File: src/rtl/xgemac_wb_pkg.sv
// Shared register offsets and responder state encoding for the XGEMAC Wishbone slave.
// Latency: n/a (declarations only).
// Backpressure: n/a.
package xgemac_wb_pkg;

   // Byte offsets of the management registers; all are word aligned
   localparam int ADDR_CONFIG   = 'h00;
   localparam int ADDR_STATUS   = 'h04;
   localparam int ADDR_INT_PEND = 'h08;
   localparam int ADDR_INT_MASK = 'h0C;
   localparam int ADDR_SCRATCH  = 'h10;

   typedef enum logic {IDLE, ACK} wb_resp_state_e;

endpackage

File: src/rtl/xgemac_wb_int_ctrl.sv
// Interrupt pending/mask registers with write-1-to-clear and event-over-clear priority.
// Latency: pend/mask update at the write edge; wb_int_o follows one cycle later.
// Backpressure: none, events are accepted every cycle.
module xgemac_wb_int_ctrl #(
   parameter int NUM_INT = 8
) (
   input  logic               clk,
   input  logic               rst,
   input  logic [NUM_INT-1:0] evt,
   input  logic               wr_pend,
   input  logic               wr_mask,
   input  logic [NUM_INT-1:0] wdata,
   output logic [NUM_INT-1:0] pend,
   output logic [NUM_INT-1:0] mask,
   output logic               wb_int_o
);

   logic [NUM_INT-1:0] clr;

   // A W1C write only clears bits during the cycle the write commits
   always_comb begin
      clr = '0;
      if (wr_pend)
         clr = wdata;
   end

   // Events are OR'd in after the clear so a same-cycle event keeps its bit set
   always_ff @(posedge clk) begin
      if (!rst) begin
         pend     <= '0;
         mask     <= '0;
         wb_int_o <= 1'b0;
      end else begin
         pend     <= (pend & ~clr) | evt;
         if (wr_mask)
            mask <= wdata;
         wb_int_o <= |(pend & mask);
      end
   end

endmodule

File: src/rtl/xgemac_wb_reg_responder.sv
// Wishbone classic slave for XGEMAC management registers; XGEMAC_WB_ERR_EN adds wb_err_o for bad addresses.
// Latency: request sampled at edge N, ack (or err) high for exactly cycle N+1; writes commit at edge N.
// Backpressure: none beyond the mandatory idle cycle after each ack (peak 1 transfer per 2 cycles).
module xgemac_wb_reg_responder
   import xgemac_wb_pkg::*;
#(
   parameter int ADDR_W  = 8,
   parameter int DATA_W  = 32,
   parameter int NUM_INT = 8
) (
   input  logic              clk,
   input  logic              rst,
   input  logic [ADDR_W-1:0] wb_adr_i,
   input  logic              wb_cyc_i,
   input  logic              wb_stb_i,
   input  logic              wb_we_i,
   input  logic [DATA_W-1:0] wb_dat_i,
   output logic              wb_ack_o,
`ifdef XGEMAC_WB_ERR_EN
   output logic              wb_err_o,
`endif
   output logic [DATA_W-1:0] wb_dat_o,
   output logic              wb_int_o,
   input  logic [NUM_INT-1:0] int_evt_i,
   input  logic [DATA_W-1:0] status_i,
   output logic [DATA_W-1:0] cfg_o
);

   wb_resp_state_e     state;
   logic [DATA_W-1:0]  scratch;
   logic [NUM_INT-1:0] pend;
   logic [NUM_INT-1:0] mask;
   logic [DATA_W-1:0]  rd_dat;
   logic               take;
   logic               sel_cfg, sel_sts, sel_pend, sel_mask, sel_scr;
`ifdef XGEMAC_WB_ERR_EN
   logic               hit;
`endif

   // Offsets are word aligned, so an exact match also rejects misaligned addresses
   assign sel_cfg  = (wb_adr_i == ADDR_W'(ADDR_CONFIG));
   assign sel_sts  = (wb_adr_i == ADDR_W'(ADDR_STATUS));
   assign sel_pend = (wb_adr_i == ADDR_W'(ADDR_INT_PEND));
   assign sel_mask = (wb_adr_i == ADDR_W'(ADDR_INT_MASK));
   assign sel_scr  = (wb_adr_i == ADDR_W'(ADDR_SCRATCH));
`ifdef XGEMAC_WB_ERR_EN
   assign hit      = sel_cfg | sel_sts | sel_pend | sel_mask | sel_scr;
`endif

   // A request is only accepted from IDLE; a strobe held through ACK is ignored
   assign take = (state == IDLE) && wb_cyc_i && wb_stb_i;

   // Read mux of pre-write register values; unmapped addresses read as zero
   always_comb begin
      rd_dat = '0;
      if (sel_cfg)
         rd_dat = cfg_o;
      else if (sel_sts)
         rd_dat = status_i;
      else if (sel_pend)
         rd_dat = DATA_W'(pend);
      else if (sel_mask)
         rd_dat = DATA_W'(mask);
      else if (sel_scr)
         rd_dat = scratch;
   end

   xgemac_wb_int_ctrl #(
      .NUM_INT (NUM_INT)
   ) u_int_ctrl (
      .clk      (clk),
      .rst      (rst),
      .evt      (int_evt_i),
      .wr_pend  (take && wb_we_i && sel_pend),
      .wr_mask  (take && wb_we_i && sel_mask),
      .wdata    (wb_dat_i[NUM_INT-1:0]),
      .pend     (pend),
      .mask     (mask),
      .wb_int_o (wb_int_o)
   );

   // Responder FSM: commits writes and registers the reply on acceptance, clears it in ACK
   always_ff @(posedge clk) begin
      if (!rst) begin
         state    <= IDLE;
         wb_ack_o <= 1'b0;
`ifdef XGEMAC_WB_ERR_EN
         wb_err_o <= 1'b0;
`endif
         wb_dat_o <= '0;
         cfg_o    <= '0;
         scratch  <= '0;
      end else begin
         case (state)
            IDLE: begin
               if (take) begin
                  state    <= ACK;
`ifdef XGEMAC_WB_ERR_EN
                  wb_ack_o <= hit;
                  wb_err_o <= !hit;
`else
                  wb_ack_o <= 1'b1;
`endif
                  wb_dat_o <= wb_we_i ? '0 : rd_dat;
                  if (wb_we_i && sel_cfg)
                     cfg_o <= wb_dat_i;
                  if (wb_we_i && sel_scr)
                     scratch <= wb_dat_i;
               end else begin
                  wb_ack_o <= 1'b0;
`ifdef XGEMAC_WB_ERR_EN
                  wb_err_o <= 1'b0;
`endif
                  wb_dat_o <= '0;
               end
            end
            ACK: begin
               state    <= IDLE;
               wb_ack_o <= 1'b0;
`ifdef XGEMAC_WB_ERR_EN
               wb_err_o <= 1'b0;
`endif
               wb_dat_o <= '0;
            end
            default: begin
               state    <= IDLE;
               wb_ack_o <= 1'b0;
`ifdef XGEMAC_WB_ERR_EN
               wb_err_o <= 1'b0;
`endif
               wb_dat_o <= '0;
            end
         endcase
      end
   end

endmodule

File: config.mk
export PLATFORM = sky130hd
export DESIGN_NAME = xgemac_wb_reg_responder
export DESIGN_NICKNAME = d
export VERILOG_FILES = /design/src/rtl/xgemac_wb_pkg.sv /design/src/rtl/xgemac_wb_int_ctrl.sv /design/src/rtl/xgemac_wb_reg_responder.sv
export SDC_FILE = /design/constraint.sdc
export NUM_CORES = 1
export LEC_CHECK = 0
export CORE_ASPECT_RATIO = 0.9
export CORE_MARGIN = 4
export CORE_UTILIZATION = 65
export DETAILED_ROUTE_END_ITERATION = 6
export DONT_BUFFER_PORTS = 1
export PLACE_DENSITY = 0.86
export SYNTH_ARGS = -nofsm -noshare
export SYNTH_HDL_FRONTEND = slang
export SYNTH_SLANG_ARGS = --single-unit
File: constraint.sdc
create_clock -name clk -period 3.1 [get_ports clk]
set_clock_uncertainty 0.1 [all_clocks]
set_input_delay 0.62 -clock clk [delete_from_list [all_inputs] [get_ports clk]]
set_output_delay 0.62 -clock clk [all_outputs]
set_load 0.02 [all_outputs]
==> results by group, run 1 <==
Power and ir drop
  • P_leak: between 2 and 2.5 nW
  • Peak VDD IR: around 0.00037 V
  • PwrDens: slightly above 600 nW/um2

Timing
  • Max_slew headroom: roughly 46%
  • Min Hold Slack: about 0.12 ns
  • Crit share post-route: 65.3%
  • Final count of negative-setup-slack endpoints: 0
  • Setup TNS: 0 ns
  • Fin. Hold Viols: 0
  • Fmax: a little under 500 MHz
  • Slew @ Worst Pin: approximately 0.8 ns
  • Fin crit period: a little over 2 ns
  • Unrepaired setup endpoints after global routing: false
  • Fin. max-slew vios: 0

Run status
  • Status: completed

Route
  • Routed WL: roughly 13,000 um
  • DRT iter0 DRCs: about 220
  • DRC errors left: 0
  • Routed wire per std cell: approximately 21 um
  • Antenna viol nets, final: 0
  • Vias per inst: 6.34
  • Total number of vias: just under 4,000
  • Drt pass-1 iters: 4

Placed design
  • Routability cong.: about 0.83
  • Detail Placement HPWL: about 8000 um
  • Port Buf Inserts: 0

Global route
  • GRT overflow: 0
  • Vias in the first global route: approximately 3,900
  • First-pass GRT wire length: 19,800 um
  • Largest net degree at the start of global routing: ~120
  • Initial antenna violation count: 0
  • GRT Total Usage: ~28%

Floorplanning
  • Ports: between 150 and 200
  • Die height: a little over 90 um
  • Core ar.: roughly 7500 um2
  • Die ar.: between 9000 and 10,000 um2
  • Initial core utilization: between 60% and 70%
  • # rows: 30
  • Die width: between 100 and 150 um

Clock network
  • H-tree depth: 4
  • CTS max path bufs: 2
  • Clock-pin slew on the worst setup and hold paths: about 0.060 ns
  • # resized after CTS: 0
  • Post-CTS Setup Bufs: 0
  • CTS Hold Bufs: 0
  • TritonCTS clock tree: built
  • Clock latency on the worst-skew pair: around 0.5 ns
  • CTS root buf: clkbuf_8
  • Num CTS Buffers: 17
  • CTS sink cnt: around 110

Finish
  • Most frequent cells in the layout: dfxtp_1, nand2_1, mux2i_1
  • Area Overhead vs Synth: 11.1%
  • Layout cells sized above 1: between 10% and 20%
  • Most common cell after layout, fill and taps aside: dfxtp_1
  • ANT cells: 0
  • Fillers: 545
  • Post-layout nets: 591

Synth
  • Netlist cell types: 33
  • Area leader, netlist: dfxtp_1
  • Avg Inst Size Synth: about 9.5 um2
  • Async S/R FF share, synth: 0%
  • Ys Warns: 0
  • Synth top area share: 45.8%
  • Sequential area share after synthesis: between 40 and 50%
  • Cells after Synth: between 500 and 600
  • Largest cells by area after synthesis: dfxtp_1, mux2i_1, nand2_1
  • Dominant synthesized flop cell: dfxtp_1
  • EDFF count, synth: 0
  • Synthesized cell area: ~5000 um2
  • Mapped Nets: approximately 600
  • Synthesized flop and latch total: between 100 and 150

Critical path
  • Maximum net fanout on the critical path: 5
  • Worst Path Class, Setup: input port to flop
  • Setup crit end: wb_dat_o[5]$_SDFF_PP0_
  • Worst Setup End Kind: flop
  • Crit path DAT: 2.36 ns
  • Required time worst endpoint: ~3.4 ns
  • Reg-to-Reg Start: state$_SDFF_PP0_
  • CP startpoint: wb_adr_i[7]
  • FF-to-FF path depth: 4
  • Startpoint Class: input port
  • Worst reg-to-reg setup slack: about 1.2 ns
  • RR Endpoint: scratch[11]$_SDFFE_PN0P_

Worst hold path
  • HP Start: wb_dat_i[0]
  • Hold crit path type: input port to flop

Run
  • Max_cap viols: 0
==> layer usage <==
layer | up-vias | share of wire, % | track usage [%]
met2 | 172 | 50 | 45.8
met3 | 20 | 8.4 | 8.76
met5 | - | 0 | 0
met4 | 0 | 1.7 | 11.1
li1 | 1814 | - | -
met1 | 1887 | 39 | 33.0
==> synthesized netlist by cell type, types with 5 or more instances <==
library cell and n:
o221a_2 8, nand3_1 24, nand4b_1 26, o21ai_0 8, nand2_1 105, buf_2 7, mux2_2 24, clkbuf_1 31
a21oi_1 24, nor2b_1 5, a31oi_1 8, mux2i_1 80, dfxtp_1 114, inv_1 15
==> kinds of logic (layout without fill, tap and decap cells) <==
group	count (synthesis)	in the layout	share of synthesized area (%)
and+or+nand+nor	185	185	19.1
DFF	114	114	45.8
muxes	104	104	21.5
AOI/OAI and AO/OA	61	61	8.21
buffers and inverters	61	54	5.37
==> through the flow <==
stage	util, %	cell area (um2)	power, W	setup WS, ns	cells
6_report	73.8	5540	0.00343	1.08	614
5_1_grt	73.8	5540	0.00354	1.09	614
4_1_cts	73.8	5540	0.00345	1.15	614
3_5_place_dp	66.2	4970	0.00162	0.627	583
3_3_place_gp	66.2	4970	0.00161	0.677	583
2_1_floorplan	-	4980	0.00163	0.869	525
==> flip-flops by register name (all words and copies together) (netlist names) <==
| signal | count |
|---|---|
| cfg_o | 32 |
| u_int_ctrl.mask | 8 |
| wb_dat_o | 32 |
| u_int_ctrl.pend | 8 |
| state | 1 |
| u_int_ctrl.wb_int_o | 1 |
| scratch | 32 |
==> worst min path at each step <==
stage | to | slack [ns] | depth (start not counted)
after floorplan | scratch[2]$_SDFFE_PN0P_ | 0.33 | 2
after global placement | scratch[5]$_SDFFE_PN0P_ | 0.34 | 2
after detailed placement | scratch[15]$_SDFFE_PN0P_ | 0.35 | 2
after CTS | u_int_ctrl.pend[0]$_SDFF_PN0_ | 0.1 | 1
after global routing | u_int_ctrl.pend[6]$_SDFF_PN0_ | 0.09 | 1
final | u_int_ctrl.pend[0]$_SDFF_PN0_ | 0.12 | 1
==> report_power, final <==
part / leakage (nW) / internal, W / switching (W)
logic: 1.00 / 0.0000490 / 0.0000538
registers: 0.921 / 0.00147 / 0.00000852
clock network: 0.273 / 0.00120 / 0.000648
total: 2.20 / 0.00272 / 0.000710
==> worst max-delay path, cell delays in order <==
cell	delay [ns]
or4_1	0.68
nor4_1	0.72
o221a_2	0.33
==> layout make-up <==
class / instances / area, um2 / area share [%]
multi-input combinational: 350 / 2450 / 44.2
sequential: 114 / 2280 / 41.2
clock buffer: 22 / 463 / 8.36
tap: 96 / 120 / 2.17
clock inverter: 9 / 106 / 1.92
timing repair buffer: 8 / 60.1 / 1.08
inverter: 15 / 56.3 / 1.02
Power figures use the tool's default switching activity.
==> run 2: changes to the inputs <==
--- a/config.mk
+++ b/config.mk
@@ -7,10 +7,10 @@
 export LEC_CHECK = 0
 export CORE_ASPECT_RATIO = 0.9
 export CORE_MARGIN = 4
-export CORE_UTILIZATION = 65
+export CORE_UTILIZATION = 63
 export DETAILED_ROUTE_END_ITERATION = 6
 export DONT_BUFFER_PORTS = 1
-export PLACE_DENSITY = 0.86
+export PLACE_DENSITY = 0.84
 export SYNTH_ARGS = -nofsm -noshare
 export SYNTH_HDL_FRONTEND = slang
 export SYNTH_SLANG_ARGS = --single-unit
==> constraint.sdc (replaced) <==
create_clock -name clk -period 2.1 [get_ports clk]
set_clock_uncertainty 0.1 [all_clocks]
set_input_delay 0.42 -clock clk [delete_from_list [all_inputs] [get_ports clk]]
set_output_delay 0.42 -clock clk [all_outputs]
set_load 0.02 [all_outputs]
==> results by group, run 2 (synthesis gave the netlist of run 1 again) <==
Timing
  • Fmax: between 500 and 600 MHz
  • Crit share post-route: 91.4%
  • Final count of negative-setup-slack endpoints: 0 (unchanged)
  • Fin crit period: about 1.9 ns
  • Fin. max-slew vios: 0 (unchanged)
  • Fin. Hold Viols: 0 (unchanged)
  • Unrepaired setup endpoints after global routing: false (unchanged)
  • Slew @ Worst Pin: 0.578 ns (was 0.803 ns)
  • Max_slew headroom: 60.5% (was 46.0%)

Floorplanning
  • Ports: 151 (unchanged)
  • Die ar.: 9400 um2 (was 9130 um2)
  • Initial core utilization: 65.4% (was 66.4%)
  • Die height: 92.4 um (was 91.1 um)
  • Die width: 102 um (was 100 um)
  • Core ar.: 7620 um2 (was 7510 um2)
  • # rows: 30 (unchanged)

Route
  • DRT iter0 DRCs: 212 (was 216)
  • Drt pass-1 iters: 5 (was 4)
  • Total number of vias: 4,270 (was 3,893)
  • DRC errors left: 0 (unchanged)
  • Antenna viol nets, final: 0 (unchanged)
  • Vias per inst: 6.40 (was 6.34)
  • Routed wire per std cell: 21.6 um (was 20.6 um)
  • Routed WL: 14,400 um (was 12,700 um)

Finish
  • Post-layout util: 80.1% (was 73.8%)
  • Post-layout nets: 643 (was 591)
  • Non-Filler Instances: 667 (was 614)
  • Most frequent cells in the layout: dfxtp_1, nand2_1, mux2i_1 (unchanged)
  • ANT cells: 0 (unchanged)
  • Register area: 2280 um2 (unchanged)
  • Layout cells sized above 1: 14.5% (was 14.9%)
  • Fillers: 470 (was 545)
  • Top flop regs: cfg_o (32), scratch (32), wb_dat_o (32) (unchanged)
  • Most common cell after layout, fill and taps aside: dfxtp_1 (unchanged)
  • Multi-input logic area: 2450 um2 (unchanged)
  • Area Overhead vs Synth: 22.5% (was 11.1%)

Clock network
  • CTS sink cnt: 114 (unchanged)
  • Num CTS Buffers: 17 (unchanged)
  • Clock latency on the worst-skew pair: 0.51 ns (was 0.50 ns)
  • CTS root buf: clkbuf_8 (unchanged)
  • TritonCTS clock tree: built (unchanged)
  • Clock-pin slew on the worst setup and hold paths: 0.06 ns (about the same)
  • # resized after CTS: 0 (unchanged)
  • H-tree depth: 4 (unchanged)
  • CTS max path bufs: 2 (unchanged)
  • Post-CTS Setup Bufs: 0 (unchanged)

Run
  • Max_cap viols: 0 (unchanged)

Power and ir drop
  • Clk pwr share: 51.9% (was 53.8%)
  • Peak VDD IR: 0.000765 V (was 0.000373 V)
  • Sequential share of power: 42.8% (was 43.2%)
  • Combinational power share: 5.3% (was 3.0%)
  • Sw Share: 23.1% (was 20.7%)
  • Pint: 0.00394 W (was 0.00272 W)
  • P_leak: 2.41 nW (was 2.20 nW)
  • PwrDens: 839 nW/um2 (was 620 nW/um2)
  • Net Sw Power: 0.00118 W (was 0.000710 W)
  • Power Total: 0.00512 W (was 0.00343 W)

Global route
  • GRT busiest layer: met2 (unchanged)
  • Routing usage on met1: 37.0% (was 33.0%)
  • GRT Total Usage: 30.8% (was 27.6%)
  • Largest net degree at the start of global routing: 86 (was 115)
  • M2 GR Usage: 50.3% (was 45.8%)
  • GRT overflow: 0 (unchanged)
  • M3 GR Usage: 7.91% (was 8.76%)
  • Initial antenna violation count: 0 (unchanged)
  • Vias in the first global route: 4,425 (was 3,932)
  • First-pass GRT wire length: 22,300 um (was 19,800 um)

Critical path
  • Worst reg-to-reg setup slack: 0.18 ns (was 1.18 ns)
  • Maximum net fanout on the critical path: 18 (was 5)
  • Crit path DAT: 2.25 ns (was 2.36 ns)
  • Family with the most delay on the worst path: simple AND/OR/NAND/NOR gates (unchanged)
  • RR Endpoint: scratch[7]$_SDFFE_PN0P_ (was scratch[11]$_SDFFE_PN0P_)
  • Startpoint Class: flop (was input port)
  • Setup crit end: scratch[7]$_SDFFE_PN0P_ (was wb_dat_o[5]$_SDFF_PP0_)
  • Max stage delay cell, worst path: nor4b_4 (was nor4_1)
  • Buf+Inv Stages, Crit Path: 1 (was 0)
  • Reg-to-Reg Start: state$_SDFF_PP0_ (unchanged)
  • FF-to-FF path depth: 4 (unchanged)
  • Worst Setup End Kind: flop (unchanged)
  • Worst-path cell chain: nand4b_1 -> nor4b_4 -> buf_12 -> mux2i_1 (was or4_1 -> nor4_1 -> o221a_2)
  • CP peak stage delay: 0.49 ns (was 0.72 ns)
  • CP Depth: 4 (was 3)
  • Required time worst endpoint: 2.43 ns (was 3.44 ns)
  • CP startpoint: state$_SDFF_PP0_ (was wb_adr_i[7])
  • Worst Path Class, Setup: flop to flop (was input port to flop)

Placed design
  • Detail Placement HPWL: 8390 um (was 8090 um)
  • Port Buf Inserts: 0 (unchanged)
  • Placed Cells: 585 (was 583)
  • Routability cong.: 0.868 (was 0.831)

Worst hold path
  • Hold depth: 2 (was 1)
  • Hold crit path type: input port to flop (unchanged)

Run status
  • Status: completed (unchanged)
## run 2: cell types whose count changed in the layout (fill, tap and decap cells not counted), sizes merged
cell         delta
dlygate4sd3    +49
clkinvlp        +4
buf             +3
clkbuf          -3
bufinv          -1
inv             +1
## run 2: per-layer routing
layer  share of wire, %  vias up
met5                  0        -
met2                 49      228
met3                8.7       47
li1                   -     1927
met4                3.5        0
met1                 39     2068
## run 2: worst min path at each step
stage                                  start  slack (ns)                       end
floorplan            scratch[2]$_SDFFE_PN0P_        0.33   scratch[2]$_SDFFE_PN0P_
global placement     scratch[4]$_SDFFE_PN0P_        0.34   scratch[4]$_SDFFE_PN0P_
detailed placement  scratch[27]$_SDFFE_PN0P_        0.35  scratch[27]$_SDFFE_PN0P_
CTS                              wb_adr_i[0]       0.002   wb_dat_o[18]$_SDFF_PP0_
global route                             rst       0.005  scratch[27]$_SDFFE_PN0P_
finish                          wb_dat_i[22]        0.01  scratch[22]$_SDFFE_PN0P_
## run 2: repair_timing
item	in CTS	in global routing
endpoints found under the setup margin	0	0
hold buffers	48	2
hold endpoints to repair	93	1
## run 2: power by group through the flow
| stage | sequential (W) | clock (W) | combinational (W) |
|---|---|---|---|
| 2_1_floorplan | 0.00223 | 0 | 0.000171 |
| 3_3_place_gp | 0.00223 | 0 | 0.000148 |
| 3_5_place_dp | 0.00223 | 0 | 0.000154 |
| 4_1_cts | 0.00219 | 0.00266 | 0.000263 |
| 5_1_grt | 0.00219 | 0.00278 | 0.000291 |
| 6_report | 0.00219 | 0.00266 | 0.000272 |
## run 2: cell type report
class	instances	area share [%]
inverter	15	0.923
sequential	114	37.4
tap	96	1.97
multi-input combinational	350	40.1
clock inverter	13	1.82
timing repair buffer	60	10.5
clock buffer	19	7.24
## run 2: metrics by stage
stage	TNS (ns)	setup slack (ns)	cell area (um2)	hold WS, ns
detailed placement	-1.13	-0.0605	5030	0.348
finish	0	0.180	6100	0.0119
CTS	0	0.179	6080	0.00249
global placement	0	0.00120	5030	0.337
floorplan	0	0.0691	4980	0.330
global route	0	0.0992	6100	0.00497
